--- src/rtl/store_rmw_sequencer_pkg.sv ---
// Shared encodings for the store read-modify-write sequencer: store types,
// store-merge selects, FSM states and the alignment check.
package store_rmw_sequencer_pkg;

    typedef enum logic [1:0] {
        ST_SW  = 2'b00,
        ST_SH  = 2'b01,
        ST_SB  = 2'b10,
        ST_BAD = 2'b11
    } store_type_t;

    // Store-merge selects share the store type encoding so the latched type drives them directly.
    localparam logic [1:0] SS_WORD = 2'b00;
    localparam logic [1:0] SS_HALF = 2'b01;
    localparam logic [1:0] SS_BYTE = 2'b10;

    typedef enum logic [2:0] {
        S_IDLE,
        S_READ,
        S_CAPTURE,
        S_WRITE,
        S_ERR
    } state_t;

    function automatic logic misaligned(input logic [1:0] ty, input logic [1:0] addr_lo);
        return ((ty == ST_SW) && (addr_lo != 2'b00)) ||
               ((ty == ST_SH) && addr_lo[0]);
    endfunction

endpackage

--- src/rtl/store_rmw_sequencer.sv ---
// Multicycle store sequencer: sw writes directly, sh/sb read the current word
// into the MDR first, then write through the store-merge stage.
module store_rmw_sequencer
    import store_rmw_sequencer_pkg::*;
#(
    parameter int unsigned READ_LAT    = 1,
    parameter bit          CHECK_ALIGN = 1'b1
) (
    input  logic        clk,
    input  logic        reset,
    input  logic        start,
    input  logic [1:0]  store_type,
    input  logic [31:0] addr_in,
    output logic [31:0] mem_addr,
    output logic        mem_wr,
    output logic        mdr_load,
    output logic [1:0]  SS_control,
    output logic        busy,
    output logic        done,
    output logic        store_err
);

    localparam int unsigned CW = (READ_LAT > 1) ? $clog2(READ_LAT) : 1;

    state_t        state;
    logic [CW-1:0] cnt;
    logic [1:0]    ty_q;

    // Outputs are registered alongside the next state so they are valid for the whole state.
    always_ff @(posedge clk or posedge reset) begin
        if (reset) begin
            state      <= S_IDLE;
            cnt        <= '0;
            ty_q       <= '0;
            mem_addr   <= '0;
            mem_wr     <= 1'b0;
            mdr_load   <= 1'b0;
            SS_control <= SS_WORD;
            busy       <= 1'b0;
            done       <= 1'b0;
            store_err  <= 1'b0;
        end else begin
            mem_wr    <= 1'b0;
            mdr_load  <= 1'b0;
            done      <= 1'b0;
            store_err <= 1'b0;
            case (state)
                S_IDLE: begin
                    if (start) begin
                        ty_q <= store_type;
                        busy <= 1'b1;
                        if ((store_type == ST_BAD) ||
                            (CHECK_ALIGN && misaligned(store_type, addr_in[1:0]))) begin
                            state      <= S_ERR;
                            store_err  <= 1'b1;
                            SS_control <= SS_WORD;
                        end else if (store_type == ST_SW) begin
                            state      <= S_WRITE;
                            mem_wr     <= 1'b1;
                            mem_addr   <= addr_in;
                            SS_control <= store_type;
                        end else begin
                            state      <= S_READ;
                            mem_addr   <= addr_in;
                            cnt        <= CW'(READ_LAT - 1);
                            SS_control <= SS_WORD;
                        end
                    end
                end
                S_READ: begin
                    if (cnt == '0) begin
                        state      <= S_CAPTURE;
                        mdr_load   <= 1'b1;
                        SS_control <= ty_q;
                    end else begin
                        cnt <= cnt - CW'(1);
                    end
                end
                S_CAPTURE: begin
                    state  <= S_WRITE;
                    mem_wr <= 1'b1;
                end
                S_WRITE: begin
                    state      <= S_IDLE;
                    busy       <= 1'b0;
                    done       <= 1'b1;
                    SS_control <= SS_WORD;
                end
                S_ERR: begin
                    state <= S_IDLE;
                    busy  <= 1'b0;
                end
                default: begin
                    state      <= S_IDLE;
                    busy       <= 1'b0;
                    SS_control <= SS_WORD;
                end
            endcase
        end
    end

endmodule

--- config.mk ---
export PLATFORM = sky130hd
export DESIGN_NAME = store_rmw_sequencer
export DESIGN_NICKNAME = d
export VERILOG_FILES = /design/src/rtl/store_rmw_sequencer_pkg.sv /design/src/rtl/store_rmw_sequencer.sv
export SDC_FILE = /design/constraint.sdc
export NUM_CORES = 1
export LEC_CHECK = 0
export CORE_ASPECT_RATIO = 0.8
export CORE_MARGIN = 4
export CORE_UTILIZATION = 30
export DETAILED_ROUTE_END_ITERATION = 8
export GPL_TIMING_DRIVEN = 0
export SKIP_CTS_REPAIR_TIMING = 1
export SLEW_MARGIN = 40
export SYNTH_ARGS = -nofsm -noshare
export SYNTH_HDL_FRONTEND = slang
export SYNTH_SLANG_ARGS = --single-unit
--- constraint.sdc ---
create_clock -name clk -period 1.8 [get_ports clk]
set_input_delay 0.54 -clock clk [delete_from_list [all_inputs] [get_ports clk]]
set_output_delay 0.54 -clock clk [all_outputs]
set_load 0.05 [all_outputs]
# == Yosys cells after proc, flatten, opt, wreduce, memory -nomap -nowiden ==
# Cells that the tools add are included.
# W data, S select, Z words.
# word_totals
regBits,45
out_inout_bits,39
elab_cells,67
# classes
reduce_logical,16
n_mux,27
bitwise,3
n_addsub,1
n_eq_ne,10
# ops
cell,count
$mux W1,14
$mux W2,5
$mux W3,3
$pmux W3 S3,1
$ne A2 B2 Y1 const B,4
$eq A3 B2 Y1 const B,2
$pmux W1 S2,3
$pmux W2 S3,1
$reduce_and A2 Y1,3
$reduce_and A3 Y1,2
$reduce_and A4 Y1,1
$reduce_bool A2 Y1,2
$reduce_or A2 Y1,2
$eq A3 B1 Y1 const B,1
$eq A3 B3 Y1 const B,1
$logic_not A3 Y1,1
$not A1 Y1,3
$eq A2 B1 Y1 const B,1
$eq A2 B2 Y1 const B,1
$logic_and A1 B1 Y1,2
$logic_not A2 Y1,1
$logic_or A1 B1 Y1,2
$sub A1 B1 Y1 const B,1

# == Depth between registers and ports, before layout ==
# Gate-level depths: netlist of run 1.
# depth
word_depth,7
mapped_depth,8
depth_no_buf,4

# == Least setup slack after synthesis of run 1 ==
# OpenSTA, ideal clock, no wires.
# synth_path
path_type,reg-to-reg
start,reg state[1]
end,reg mem_addr[10]
arrival_time_ns,1.718
required_time_ns,1.675
path_slack_ns,-0.043
stages_incl_launch_ff,9
cell_sequence,dfrtp_1 buf_6 nand2b_4 or3_1 buf_6 nor2b_4 buf_6 buf_12 mux2_4
# synth_between
elab_chain_len,2
# synth_lines
element,line,text
start: declaration,store_rmw_sequencer.sv:25,state_t state;
start signal: assignment,store_rmw_sequencer.sv:32,state <= S_IDLE;
start signal: assignment,store_rmw_sequencer.sv:54,state <= S_ERR;
start signal: assignment,store_rmw_sequencer.sv:58,state <= S_WRITE;
$logic_not A3 Y1,store_rmw_sequencer.sv:47,case (state)
$reduce_and A3 Y1 (no source line),-,
end signal: assignment,store_rmw_sequencer.sv:60,mem_addr <= addr_in;
end signal: assignment,store_rmw_sequencer.sv:64,mem_addr <= addr_in;
end: declaration,store_rmw_sequencer.sv:14,"output logic [31:0] mem_addr,"
# No other way between the ends.
# A chain may end at the register's enable or synchronous reset.

# == Final worst setup path of run 1 ==
# layout_path
start,reg state[1]
end,reg mem_addr[9]
# The elaborated chain is that of the path after synthesis.

==> impl_metrics.py, run 1 <==
metrics = {
    "routing": {
        "wl_per_cell_um": 14.8,
        "vias_per_cell": 4.34,
        "ant_nets": 0,
        "vias": 1268,
        "first_pass_iters": 4,
        "wirelength_um": 4340,
        "drtIter0Drc": 31,
        "route.detailed.drc": 0,
    },
    "cells_and_area": {
        "drive_gt1_share_pct": 28.9,
        "diodes": 0,
        "syn2layout_area_growth_pct": 64.0,
        "nets": 248,
        "final_util_pct": 51.7,
        "fillers": 528,
    },
    "global_route": {
        "grt_max_degree": 27,
        "grt_use_total_pct": 10.5,
        "antenna_found_initial": 0,
        "grt_pass1_wl_um": 6460,
        "first_global_vias": 1247,
        "overflow": 0,
    },
    "clock_network": {
        "cts_tree": "built",
        "cts_sinks": 44,
        "clk_path_buf_depth": 2,
        "numCtsBuffers": 5,
        "clk_pin_slew_ns": 0.08,
        "worstSkewPairLatency_ns": 0.29,
        "root_buffer": "clkbuf_8",
        "cts_max_level": 2,
    },
    "power": {
        "p_clk_share_pct": 10.0,
        "ir_drop_mv": 0.741,
        "switching_share_pct": 44.6,
        "intPower_w": 0.00323,
        "power_leakage_nw": 1.78,
        "power_w": 0.00584,
        "combPwrFrac_pct": 60.8,
        "cellPowerDensity_nw_per_um2": 1880,
        "seqPwrFrac_pct": 29.2,
        "power.switching_w": 0.00261,
    },
    "logic_synthesis": {
        "seq_area_frac_synth_pct": 58.2,
        "yosys.cell_count.top_type": "dfrtp_1",
        "syn_avg_cell_area_um2": 15.9,
        "synth_area_leaders": "dfrtp_1 (58%), mux2_4 (23%), buf_12 (3.2%), mux2_2 (2.4%), buf_6 (1.8%)",
        "synthCells": 119,
        "synth_commonest_cells": "dfrtp_1 (44), mux2_4 (29), nor2_1 (5), mux2_2 (4), nor2b_1 (4)",
        "ys_seq_elements": 44,
        "synth.top_cell.area_share_pct": 58.2,
        "syn_area_um2": 1890,
        "yosysWarnings": 0,
        "yosysUniqueCellTypes": 24,
        "synth_fp_nets": 156,
        "yosysTopAreaCell": "dfrtp_1",
        "synthFlopType": "dfrtp_1",
        "synth_edf_count": 0,
        "async_flop_share_pct": 100,
    },
    "critical_path": {
        "crit_fanout": 8,
        "end_kind": "register",
        "cp.required_ns": 1.98,
        "reg2reg_depth": 7,
        "worstSetupStartpointType": "register",
        "path_class": "register to register",
        "worstPathArrival_ns": 2.04,
    },
    "sta": {
        "maxSlewHeadroom_pct": 62.6,
        "max_freq_mhz": 536,
        "period_share_pct": 104,
        "worst_slew_pin_slew_ns": 0.560,
        "clock_skew_ns": 0.00437,
        "setup_violations": 29,
        "finalHoldViolCount": 0,
        "setup_slack_ns": -0.0656,
        "slew_violations": 0,
        "hold_slack_ns": 0.506,
        "period_minus_slack_ns": 1.87,
        "fin_tns_setup_ns": -1.29,
        "rsz0062_at_grt": "true",
    },
    "placement": {
        "dp_hpwl_um": 2900,
        "port-buffer-count": 75,
        "gp_congestion": 0.757,
    },
    "outcome": {
        "violations": "negative setup slack",
        "status": "finished with violations",
    },
    "worst_hold_path": {
        "worstHoldPathCells": 1,
        "hp-class": "register to register",
    },
    "floorplanning": {
        "die_width_um": 96.8,
        "die_y_um": 79.0,
        "row_count": 25,
        "start_util_pct": 31.5,
        "core_area_um2": 6010,
        "die_area_um2": 7650,
        "top_level_ports": 76,
    },
    "run": {
        "max_cap_violations": 0,
    },
}
power by group through the flow:
stage / Sequential [W] / Clock [W] / Combinational, W
2_1_floorplan: 0.00317 / 0 / 0.000925
3_3_place_gp: 0.00171 / 0 / 0.00347
3_5_place_dp: 0.00171 / 0 / 0.00349
4_1_cts: 0.00170 / 0.000607 / 0.00350
5_1_grt: 0.00177 / 0.000649 / 0.00371
6_report: 0.00171 / 0.000582 / 0.00355
state kept, by name (all words and copies together) (netlist names):
register	cells
mem_addr	32
state	3
SS_control	2
ty_q	2
busy	1
done	1
mdr_load	1
mem_wr	1
store_err	1
cells by family (layout without fill, tap and decap cells):
family	count (synthesis)	after routing	share of synthesized area (%)
AOI/OAI and AO/OA	10	10	3.70
muxes	33	33	25.4
and+or+nand+nor	22	22	6.94
buffers and inverters	10	102	5.75
DFF	44	44	58.2
through the flow:
step	instance area [µm²]	setup slack, ns	cells
final	3100	-0.0656	292
after global routing	3100	-0.111	292
after CTS	2840	-0.366	283
after detailed placement	2770	-0.668	276
after global placement	2740	-0.753	275
after floorplan	1890	-0.0430	119
placed cells by master, fill, tap and decap left out:
master           count
a21oi_1              3
nor2b_1              4
nor4_1               1
inv_4                1
nand2b_1             2
o31ai_2              1
a22oi_1              2
o21ai_0              2
buf_12               5
clkbuf_16            3
nor3b_1              1
clkinv_2             1
nand2b_4             1
clkbuf_8             5
mux2_2               2
clkdlybuf4s50_1     31
o32ai_1              1
mux2_4              31
nor2_1               5
and2_1               1
inv_1                2
dfrtp_1             44
o31a_1               1
clkbuf_1             1
buf_4                6
nor3_1               2
dlymetal6s2s_1      44
buf_6                3
nand2_1              3
or3_4                1
nor2b_4              1
worst max-delay path: stages, from the launching register on:
cell	delay [ns]
dfrtp_1	0.38
buf_6	0.12
nand2b_4	0.13
or3_4	0.36
nor2b_4	0.14
buf_12	0.16
clkbuf_16	0.16
mux2_4	0.29
path summary, 6_finish.rpt:
| kind | from | endpoint | slack [ns] |
|---|---|---|---|
| setup / recovery | state[1]$_DFFE_PP0P_ | mem_addr[9]$_DFFE_PP0P_ | -0.07 |
| hold / removal | mem_addr[6]$_DFFE_PP0P_ | mem_addr[6]$_DFFE_PP0P_ | 0.51 |
| setup reg to reg | state[1]$_DFFE_PP0P_ | mem_addr[9]$_DFFE_PP0P_ | -0.07 |
| hold reg to reg | mem_addr[6]$_DFFE_PP0P_ | mem_addr[6]$_DFFE_PP0P_ | 0.51 |
| max in group asynchronous | reset | mem_addr[0]$_DFFE_PP0P_ | 0.85 |
| min in group asynchronous | reset | mem_addr[19]$_DFFE_PP0P_ | 0.54 |
cell type report:
class,instances,area (µm²),share of cell area [%]
tap,81,101,3.27
inverter,3,13.8,0.444
clock buffer,6,72.6,2.34
sequential,44,1100,35.5
timing repair buffer,87,1020,33.0
multi-input combinational,65,694,22.4
buffer,5,91.3,2.94
clock inverter,1,5.00,0.161
metal layers:
metal  vias to the layer above  GRT usage, %  share of wire (%)
met3                         7          4.48                6.2
li1                        596             -                  -
met4                         0          2.95               0.85
met5                         -             0                  0
met1                       611          15.7                 53
met2                        54          13.6                 39
No activity file was read; power rests on OpenSTA's default activity.
==> inputs of run 2 (changes only) <==
--- a/config.mk
+++ b/config.mk
@@ -6,7 +6,7 @@
 export NUM_CORES = 1
 export LEC_CHECK = 0
 export CORE_ASPECT_RATIO = 0.8
-export CORE_MARGIN = 4
+export CORE_MARGIN = 3
 export CORE_UTILIZATION = 30
 export DETAILED_ROUTE_END_ITERATION = 8
 export GPL_TIMING_DRIVEN = 0
==> run 2 against run 1 <==
Against the previous run: maximum frequency is 3.7% lower; die area fell by 4.5%; final cell count is 1.7% higher; the run still ends with negative setup slack left; largest power group unchanged; clock-buffer cell count grew 2; via count is 1.5% higher; sequential share of layout area fell by 0.48 points; wire length increased by 6.2%; register-to-register slack worse by 0.07 ns; utilization grew 0.71 points; non-clock buffer count grew 4; flip-flop and latch count unchanged.
==> impl_metrics.py, run 2 (same netlist as run 1, synthesis figures left out) <==
metrics = {
    "outcome": {
        "status": "finished with violations",
        "violations": "negative setup slack",
    },
    "floorplanning": {
        "die_y_um": 77.0,
        "die_area_um2": 7300,
        "top_level_ports": 76,
        "row_count": 25,
        "start_util_pct": 31.5,
        "core_area_um2": 6010,
        "die_width_um": 94.8,
    },
    "sta": {
        "rsz0062_at_grt": "true",
        "period_share_pct": 108,
        "finalHoldViolCount": 0,
        "setup_violations": 30,
        "fin_tns_setup_ns": -3.30,
        "maxSlewHeadroom_pct": 63.8,
        "max_freq_mhz": 516,
        "slew_violations": 0,
        "setup_slack_ns": -0.137,
        "worst_slew_pin_slew_ns": 0.542,
        "period_minus_slack_ns": 1.94,
        "clock_skew_ns": 0.00235,
    },
    "cells_and_area": {
        "top_register": "mem_addr",
        "nets": 252,
        "largest_registers": "mem_addr (32), state (3)",
        "largest_reg_flops": 32,
        "diodes": 0,
        "final_area_um2": 3150,
        "drive_gt1_share_pct": 30.1,
        "syn2layout_area_growth_pct": 66.3,
        "layout_common_cells": "dfrtp_1 (44), dlymetal6s2s_1 (44), mux2_4 (31), clkdlybuf4s50_1 (31), buf_4 (10)",
    },
    "critical_path": {
        "end_kind": "register",
        "worstPathArrival_ns": 2.11,
        "path_class": "register to register",
        "cp.required_ns": 1.98,
        "worstSetupStartpointType": "register",
        "crit_fanout": 8,
    },
    "global_route": {
        "antenna_found_initial": 0,
        "grt_use_total_pct": 11.5,
        "grt_pass1_wl_um": 6550,
        "grt_max_degree": 25,
        "overflow": 0,
        "first_global_vias": 1310,
    },
    "power": {
        "ir_drop_mv": 1.02,
        "cellPowerDensity_nw_per_um2": 1900,
        "power_w": 0.00597,
        "power_leakage_nw": 1.81,
    },
    "routing": {
        "ant_nets": 0,
        "wirelength_um": 4610,
        "route.detailed.drc": 0,
        "vias_per_cell": 4.33,
        "drtIter0Drc": 25,
        "vias": 1287,
        "wl_per_cell_um": 15.5,
        "first_pass_iters": 4,
    },
    "clock_network": {
        "clk_pin_slew_ns": 0.08,
        "root_buffer": "clkbuf_8",
        "cts_tree": "built",
        "cts_sinks": 44,
        "numCtsBuffers": 5,
        "clk_path_buf_depth": 2,
        "cts_max_level": 2,
        "worstSkewPairLatency_ns": 0.29,
    },
    "placement": {
        "placed_area_um2": 2770,
        "port-buffer-count": 75,
        "dp_hpwl_um": 3020,
        "gp_congestion": 0.774,
        "pre_cts_slack_ns": -0.673,
    },
    "worst_hold_path": {
        "hp-class": "register to register",
    },
    "run": {
        "max_cap_violations": 0,
    },
}
## run 2: path summary, 6_finish.rpt
check,startpoint,to,slack (ns),cells past startpoint
hold / removal,mem_addr[22]$_DFFE_PP0P_,mem_addr[22]$_DFFE_PP0P_,0.51,1
max in group asynchronous,reset,SS_control[1]$_DFFE_PP0P_,0.84,3
min in group asynchronous,reset,mem_addr[3]$_DFFE_PP0P_,0.55,2
setup / recovery,state[1]$_DFFE_PP0P_,mem_addr[9]$_DFFE_PP0P_,-0.14,8
setup reg to reg,state[1]$_DFFE_PP0P_,mem_addr[9]$_DFFE_PP0P_,-0.14,8
hold reg to reg,mem_addr[22]$_DFFE_PP0P_,mem_addr[22]$_DFFE_PP0P_,0.51,1
## run 2: metrics by stage
stage | utilization, % | instances | hold WS (ns)
after global routing | 52.4 | 297 | 0.527
after global placement | 45.7 | 275 | 0.492
final | 52.4 | 297 | 0.509
after CTS | 47.6 | 284 | 0.518
after floorplan | - | 119 | 0.480
after detailed placement | 46.1 | 276 | 0.494
## run 2: worst max-delay path, cell delays in order, from the launching register on
cell	delay [ns]
dfrtp_1	0.38
buf_6	0.12
nand2b_4	0.13
or3_4	0.32
buf_6	0.13
nor2b_4	0.12
buf_12	0.16
clkbuf_16	0.16
mux2_4	0.30
## run 2: layout make-up
| class | count | area, µm² |
|---|---|---|
| multi-input combinational | 65 | 694 |
| sequential | 44 | 1100 |
| tap | 81 | 101 |
| buffer | 6 | 103 |
| fill | 522 | 2860 |
| clock buffer | 8 | 90.1 |
| inverter | 3 | 13.8 |
| timing repair buffer | 90 | 1040 |
## run 2: power by group
group          switching [W]  leakage, nW  internal, W  total, W
clock               0.000312       0.0455     0.000313  0.000625
combinational        0.00207         1.22      0.00156   0.00363
sequential          0.000263        0.539      0.00146   0.00172
## run 2: routing by layer
layer | up-vias | track usage, % | wire length [µm]
met1 | 630 | 15.7 | 2080
li1 | 596 | - | -
met4 | 0 | 3.03 | 61
met3 | 7 | 4.61 | 379
met5 | - | 0 | 0
met2 | 54 | 17.1 | 2080
==> inputs of run 3 (changes only) <==
--- a/config.mk
+++ b/config.mk
@@ -6,7 +6,7 @@
 export NUM_CORES = 1
 export LEC_CHECK = 0
 export CORE_ASPECT_RATIO = 0.8
-export CORE_MARGIN = 3
+export CORE_MARGIN = 4
 export CORE_UTILIZATION = 30
 export DETAILED_ROUTE_END_ITERATION = 8
 export GPL_TIMING_DRIVEN = 0
==> constraint.sdc (replaced) <==
create_clock -name clk -period 2.32 [get_ports clk]
set_input_delay 0.696 -clock clk [delete_from_list [all_inputs] [get_ports clk]]
set_output_delay 0.696 -clock clk [all_outputs]
set_load 0.05 [all_outputs]
==> run 3 against run 2 <==
Against the previous run: the flow now finishes without violations; via count down 5.7%; total power fell by 25%; critical path depth is 1 lower; utilization down 4.6 points; combinational power shrank 26%; worst hold slack improved by 0.0023 ns; clock power fell by 21%; largest power group unchanged.
==> impl_metrics.py, run 3 (same netlist as run 1, synthesis figures left out) <==
metrics = {
    "outcome": {
        "status": "completed",
    },
    "placement": {
        "port-buffer-count": 75,
        "dp_hpwl_um": 2950,
        "placed_area_um2": 2770,
        "gp_congestion": 0.733,
    },
    "critical_path": {
        "path_class": "input port to register",
        "crit_chain": "clkdlybuf4s50_1 > nor2b_1 > o31ai_2 > nor2b_4 > buf_6 > buf_12 > mux2_4",
        "reg2reg_depth": 8,
        "cp.required_ns": 2.49,
        "crit_fanout": 10,
        "crit_family": "buffers and inverters",
        "crit_cells": 7,
        "worstPathArrival_ns": 2.41,
        "end_kind": "register",
        "crit_buf_inv": 3,
        "slowest_delay_ns": 0.46,
        "cp_slowest_cell": "clkdlybuf4s50_1",
        "worstSetupStartpointType": "input port",
    },
    "sta": {
        "finalHoldViolCount": 0,
        "period_minus_slack_ns": 2.23,
        "max_freq_mhz": 447,
        "period_share_pct": 96.3,
        "clock_skew_ns": 0.00553,
        "slew_violations": 0,
        "maxSlewHeadroom_pct": 65.3,
        "rsz0062_at_grt": "false",
        "worst_slew_pin_slew_ns": 0.519,
        "setup_violations": 0,
    },
    "clock_network": {
        "root_buffer": "clkbuf_8",
        "numCtsBuffers": 5,
        "cts_tree": "built",
        "cts_max_level": 2,
        "clk_path_buf_depth": 2,
        "worstSkewPairLatency_ns": 0.29,
        "cts_sinks": 44,
        "clk_pin_slew_ns": 0.08,
    },
    "worst_hold_path": {
        "worstHoldPathCells": 1,
        "hp-class": "register to register",
    },
    "floorplanning": {
        "die_width_um": 96.8,
        "core_area_um2": 6010,
        "die_area_um2": 7650,
        "start_util_pct": 31.5,
        "die_y_um": 79.0,
        "row_count": 25,
        "top_level_ports": 76,
    },
    "global_route": {
        "first_global_vias": 1268,
        "grt_max_degree": 26,
        "antenna_found_initial": 0,
        "overflow": 0,
        "grt_pass1_wl_um": 6470,
        "grt_use_total_pct": 10.7,
    },
    "cells_and_area": {
        "nets": 240,
        "drive_gt1_share_pct": 25.5,
        "layout_common_cells": "clkdlybuf4s50_1 (74), dfrtp_1 (44), mux2_4 (29)",
        "syn2layout_area_growth_pct": 51.7,
        "diodes": 0,
        "final_util_pct": 47.8,
        "layout_commonest_cell": "clkdlybuf4s50_1",
        "final_area_um2": 2870,
        "largest_reg_flops": 32,
        "top_register": "mem_addr",
        "largest_registers": "mem_addr (32), state (3)",
    },
    "power": {
        "ir_drop_mv": 0.548,
        "cellPowerDensity_nw_per_um2": 1570,
        "power_leakage_nw": 1.24,
    },
    "routing": {
        "wirelength_um": 4000,
        "first_pass_iters": 4,
        "route.detailed.drc": 0,
        "wl_per_cell_um": 14.0,
        "drtIter0Drc": 27,
        "vias": 1213,
        "vias_per_cell": 4.26,
        "ant_nets": 0,
    },
    "run": {
        "max_cap_violations": 0,
    },
}
[run 3: cell count changes in the layout (fill, tap and decap cells not counted), sizes merged]
cell,previous run,this run
clkdlybuf4s50,31,74
dlymetal6s2s,44,1
clkbuf,11,8
buf,18,8
clkinvlp,0,1
[run 3: final timing paths]
check                                    startpoint                       end  slack, ns
setup / recovery                         addr_in[1]  mem_addr[21]$_DFFE_PP0P_       0.09
hold reg to reg            mem_addr[19]$_DFFE_PP0P_  mem_addr[19]$_DFFE_PP0P_       0.51
min in group asynchronous                     reset  mem_addr[18]$_DFFE_PP0P_       0.71
hold / removal             mem_addr[19]$_DFFE_PP0P_  mem_addr[19]$_DFFE_PP0P_       0.51
max in group asynchronous                     reset  mem_addr[24]$_DFFE_PP0P_       1.19
setup reg to reg               state[1]$_DFFE_PP0P_  mem_addr[21]$_DFFE_PP0P_       0.39
[run 3: area by class of cell]
cell class	count	area (µm²)
buffer	7	97.6
sequential	44	1100
timing repair buffer	77	781
fill	542	3140
multi-input combinational	65	682
clock inverter	1	7.51
tap	81	101
clock buffer	7	86.3
inverter	3	13.8
[run 3: layer usage]
layer | GRT usage (%) | wire length [µm]
met5 | 0 | 0
met4 | 2.95 | 26
met3 | 3.95 | 283
met2 | 14.9 | 1620
met1 | 15.6 | 2070
[run 3: worst reg2reg max path: cells and delay by family, from the launching register on]
family                 cells  cell delay [ns]
muxes                      1             0.30
and+or+nand+nor            3             0.56
buffers and inverters      4             0.57
DFF                        1             0.38
[run 3: power by group]
part,switching (W),total (W),internal (W)
logic,0.00157,0.00269,0.00112
clock network,0.000249,0.000491,0.000242
registers,0.000190,0.00132,0.00113
[run 3: through the flow]
stage                     setup WS [ns]  hold slack [ns]  std cells  TNS (ns)  power (W)
final                            0.0854            0.511        285         0    0.00450
after CTS                      0.000345            0.516        284         0    0.00456
after detailed placement         -0.316            0.494        276     -9.42    0.00404
after global routing            0.00464            0.528        285         0    0.00472
after floorplan                   0.351            0.480        119         0    0.00318
after global placement           -0.383            0.490        275    -26.19    0.00402
